<file path="src/rtl/fifo_rd_64_to_128.sv">
// Reader-side width converter: pops two 64-bit FIFO words and presents them as one
// 128-bit word (first word in the upper half) behind a rdy/pull handshake.
module fifo_rd_64_to_128 #(
   parameter int I_W_WIDTH = 64,
   parameter int O_W_WIDTH = 128
) (
   input  logic                 clk,
   input  logic                 reset,
   input  logic [I_W_WIDTH-1:0] idata,
   input  logic                 not_empty,
   output logic                 o_pop,
   output logic [O_W_WIDTH-1:0] odata,
   output logic                 rdy,
   input  logic                 i_pull
);

   typedef enum logic [2:0] {
      S_IDLE    = 3'd0,
      S_HI_WAIT = 3'd1,
      S_HI_CAP  = 3'd2,
      S_LO_REQ  = 3'd3,
      S_LO_WAIT = 3'd4,
      S_LO_CAP  = 3'd5,
      S_READY   = 3'd6
   } state_t;

   state_t               state, state_next;
   logic                 o_pop_next, rdy_next;
   logic [I_W_WIDTH-1:0] hi;

   // NOTE: every variable gets a default before the case so no path leaves one
   // unassigned; that is what keeps this block from inferring latches.
   always_comb begin
      state_next = state;
      o_pop_next = 1'b0;
      rdy_next   = 1'b0;
      case (state)
         S_IDLE: begin
            if (not_empty) begin
               o_pop_next = 1'b1;
               state_next = S_HI_WAIT;
            end
         end
         S_HI_WAIT: state_next = S_HI_CAP;
         S_HI_CAP:  state_next = S_LO_REQ;
         // not_empty lags a pop by one cycle, so it is only trusted in the request states.
         S_LO_REQ: begin
            if (not_empty) begin
               o_pop_next = 1'b1;
               state_next = S_LO_WAIT;
            end
         end
         S_LO_WAIT: state_next = S_LO_CAP;
         S_LO_CAP: begin
            rdy_next   = 1'b1;
            state_next = S_READY;
         end
         S_READY: begin
            if (i_pull) begin
               state_next = S_IDLE;
            end else begin
               rdy_next = 1'b1;
            end
         end
         default: begin
            state_next = S_IDLE;
         end
      endcase
   end

   // NOTE: sequential state uses non-blocking assignments so every register samples
   // the pre-edge values, independent of the order the simulator evaluates blocks.
   always_ff @(posedge clk or posedge reset) begin
      if (reset) begin
         state <= S_IDLE;
         o_pop <= 1'b0;
         rdy   <= 1'b0;
         hi    <= '0;
         odata <= '0;
      end else begin
         state <= state_next;
         o_pop <= o_pop_next;
         rdy   <= rdy_next;
         if (state == S_HI_CAP) begin
            hi <= idata;
         end
         if (state == S_LO_CAP) begin
            odata <= {hi, idata};
         end
      end
   end

endmodule

</file>
<file path="config.mk">
export PLATFORM = sky130hd
export DESIGN_NAME = fifo_rd_64_to_128
export DESIGN_NICKNAME = d
export VERILOG_FILES = /design/src/rtl/fifo_rd_64_to_128.sv
export SDC_FILE = /design/constraint.sdc
export NUM_CORES = 1
export LEC_CHECK = 0
export ABC_AREA = 1
export CORE_AREA = 2 2 154 156
export CTS_CLUSTER_DIAMETER = 50
export CTS_CLUSTER_SIZE = 14
export DETAILED_ROUTE_END_ITERATION = 6
export DIE_AREA = 0 0 156 158
export GPL_ROUTABILITY_DRIVEN = 0
export PLACE_DENSITY = 0.68
export SLEW_MARGIN = 25
export SYNTH_ARGS = -nofsm -noshare
export SYNTH_HDL_FRONTEND = slang
export SYNTH_SLANG_ARGS = --single-unit
</file>
<file path="constraint.sdc">
create_clock -name clk -period 8.3 [get_ports clk]
set_clock_uncertainty 0.2 [all_clocks]
set_input_delay 0.83 -clock clk [delete_from_list [all_inputs] [get_ports clk]]
set_output_delay 0.83 -clock clk [all_outputs]
set_load 0.02 [all_outputs]
</file>
; ---- Word level (Yosys, flattened, before mapping)
; Index checks and enable logic that the tools add are counted.
[totals]
out_inout_bits = 130
inputBits = 68
word_cells = 25
ff_bits = 197
[classes]
n_reduce_logical = 3
n_eq_ne = 9
muxes = 8
[ops]
columns = operator, n
row1 = $pmux W3 S7, 1
row2 = $eq A3 B3 Y1 const B, 3
row3 = $mux W3, 3
row4 = $eq A3 B2 Y1 const B, 2
row5 = $ne A2 B2 Y1 const B, 3
row6 = $eq A3 B1 Y1 const B, 1
row7 = $logic_not A3 Y1, 1
row8 = $mux W1, 3
row9 = $reduce_and A3 Y1, 1
row10 = $pmux W1 S2, 1
row11 = $reduce_or A2 Y1, 1

; ---- Depth between registers and ports, before layout
[logic_depth]
depth_word = 3
mapped_depth = 7
ltp_nobuf = 6

; ---- Worst setup path before layout
; Ideal clock, no wire load.
[synth_timing]
path_type = register -> output
start = register odata[0]
end = output odata[0]
required_ps = 7270
stages_incl_launch_ff = 1
n_path_buf = 0
slack_ps = 6845
t_arrival_ps = 425
cell_sequence = dfrtp_1
[synth_rtl]
columns = element, line_no
row1 = from (decl), 12  ; output logic [O_W_WIDTH-1:0] odata,
row2 = from (signal assigned), 88  ; odata <= {hi, idata};
; No word-level cell between the ends.

; ---- Final worst setup path
[layout_timing]
start = register odata[38]
end = output odata[38]
; No word-level cell between the ends.

==> flow_summary.ini <==
[layout]
num_antenna_cells = 0
drive_above_1_share = 0.1103
area_delta_synth_final_pct = 31.96
nNetsFinal = 1025
fin_area_mm2 = 0.01046

[power_and_ir_drop]
peakVddDrop_uv = 161.5
power_density_mw_per_mm2 = 416.2
p_leak_nw = 5.054
total_power_mw = 4.352

[global_route]
grt_remaining_overflow = 0
gr-max-usage-layer = met2
grt_max_degree = 125
grt_use_total = 0.1453
antenna_found_initial = 0
grt_pass1_wl_um = 27750
met1_usage = 0.1848
use_met2 = 0.2385
use_met3 = 0.02655
grt_pass1_vias = 5269

[setup_path]
arrival_ns = 1.51
cp-end-kind = output port
cp.required_ns = 7.27
timing.rr.start = state[0]
slowest_delay_ns = 0.71
crit_buf_inv = 1
r2r_end = hi[37]
r2r_slack_ns = 5.90
crit_chain = clkdlybuf4s50_1
r2r_cells = 5
crit_family = buffers and inverters
path_class = flip-flop to output port
start_kind = flip-flop
crit_fanout = 2
cpMaxStageDelayCell = clkdlybuf4s50_1

[logic_synthesis]
synth-seq-area-share = 0.6222
ys_seq_elements = 197
async_flop_share = 1.000
synth_area_per_cell_um2 = 10.16
synth_enable_flop_cells = 0
syn_inst = 780
ys.flop_type = dfrtp_1
synth_most_common_cell = dfrtp_1
synth_cell_types = 21
synth_area_leader_cell = dfrtp_1
yosysTopAreaCellShare = 0.6222
ys_warn_count = 0
synth_area_leaders = dfrtp_1 (62%), nand2_1 (9.1%), o21ai_0 (8.2%), inv_1 (6.2%), o21ai_2 (6.1%)
synth_nets = 848
synth_commonest_cells = dfrtp_1 (197), nand2_1 (193), inv_1 (131)
synth_area_mm2 = 0.007923

[timing]
rsz0062_at_grt = no
finalHoldViolations = 0
slew_headroom = 0.3781
setup_viol = 0
tightest_slew_ns = 0.9328
setup_tns_ns = 0
period_needed_ns = 2.536
period_share = 0.3056
fmax_ghz = 0.3943
hold_ws_ns = 0.2823
drv_slew = 0

[cts]
clkSinkCount = 197
clkTransAtPathRegs_ns = 0.07
cts-root-buf = clkbuf_16
hold_buffers = 0
clock_path_buffers = 2
h-tree-depth = 4
cts_setup_buffers = 0
clk_latency_ns = 0.44
cts_tree = done
cts_made_buffers = 17
cts_resized = 0

[floorplanning]
coreArea_mm2 = 0.02305
die_h_um = 158
die_area_mm2 = 0.02465
io_pins = 198
start_util = 0.3437
die_x_um = 156
placementRows = 56

[min_path]
hold_depth = 2
whs_endpoint = hi[45]
min_from = hi[45]
min_path_type = flip-flop to flip-flop

[routing]
drcViolationCount = 0
vias = 5347
avgRoutedWirePerCell_um = 13.61
wl_um = 17150
post_drt_via_cell_ratio = 4.244
first_iter_violations = 221
first_pass_iters = 4
ant_nets = 0

[flow_run]
maxCapViolations = 0

[place]
place_hpwl_um = 11480
dpl_cell_area_mm2 = 0.009848
portBuffers = 197

[outcome]
status = finished clean
how the worst max path moves through the flow:
stage / slack (ns) / depth (start not counted) / start / endpoint
after floorplan: 1.90 / 1 / reset / hi[0]
after global placement: 5.05 / 3 / reset / odata[21]
after detailed placement: 5.07 / 3 / reset / odata[21]
after CTS: 5.54 / 3 / reset / odata[21]
after global routing: 5.64 / 3 / reset / odata[14]
final: 5.76 / 1 / odata[38] / odata[38]
cells in the final DEF (no fill, tap or decap), types with 2 or more instances in the layout:
master	instances
dfrtp_1	197
nand2_2	10
clkbuf_16	17
nand3_1	3
bufinv_16	2
o21ai_1	7
buf_4	3
nand2_1	193
inv_6	4
inv_8	4
inv_2	2
clkdlybuf4s50_1	197
o21ai_0	130
nand4_1	2
nor2_1	3
o21ai_2	55
inv_1	130
clkinv_4	2
clkinv_2	2
power by group:
part           total, mW  switching, mW  internal [mW]
Sequential          1.66          0.246           1.42
Combinational       1.84           1.03          0.806
Clock              0.852          0.390          0.462
per-stage QoR:
stage / utilization / std cells / setup WS, ns
2_1_floorplan: - / 780 / 1.901
3_3_place_gp: 0.4272 / 1228 / 5.051
3_5_place_dp: 0.4272 / 1228 / 5.066
4_1_cts: 0.4534 / 1260 / 5.539
5_1_grt: 0.4535 / 1260 / 5.636
6_report: 0.4535 / 1260 / 5.764
worst register-to-register path, stage by stage, from the launching register on:
cell and delay (ns):
dfrtp_1 0.55, nor2_4 0.10, nand2_8 0.36, buf_4 0.78, nand2_1 0.25, o21ai_2 0.09
registers in the layout, summed over array words and instances (netlist names):
signal,flops
hi,64
o_pop,1
odata,128
state,3
rdy,1
metal layers:
metal	wire, µm	vias up
met4	583	0
met2	8326	97
met1	7785	2453
li1	-	2763
met5	0	-
met3	458	34
cells by family after synthesis:
logic type | after synthesis | share of synthesized area
AOI/OAI and AO/OA | 193 | 0.1480
buffers and inverters | 176 | 0.1205
DFF | 197 | 0.6222
and+or+nand+nor | 214 | 0.1093
final cells by class:
class	count	area [µm²]
clock buffers	18	439.2
clock inverters	14	163.9
fillers	2174	12600
inverters	133	506.7
multi-input cells	407	2047
flip-flops and latches	197	4930
well taps	290	362.8
repair buffers	201	2006
(Power assumes the default switching activity.)
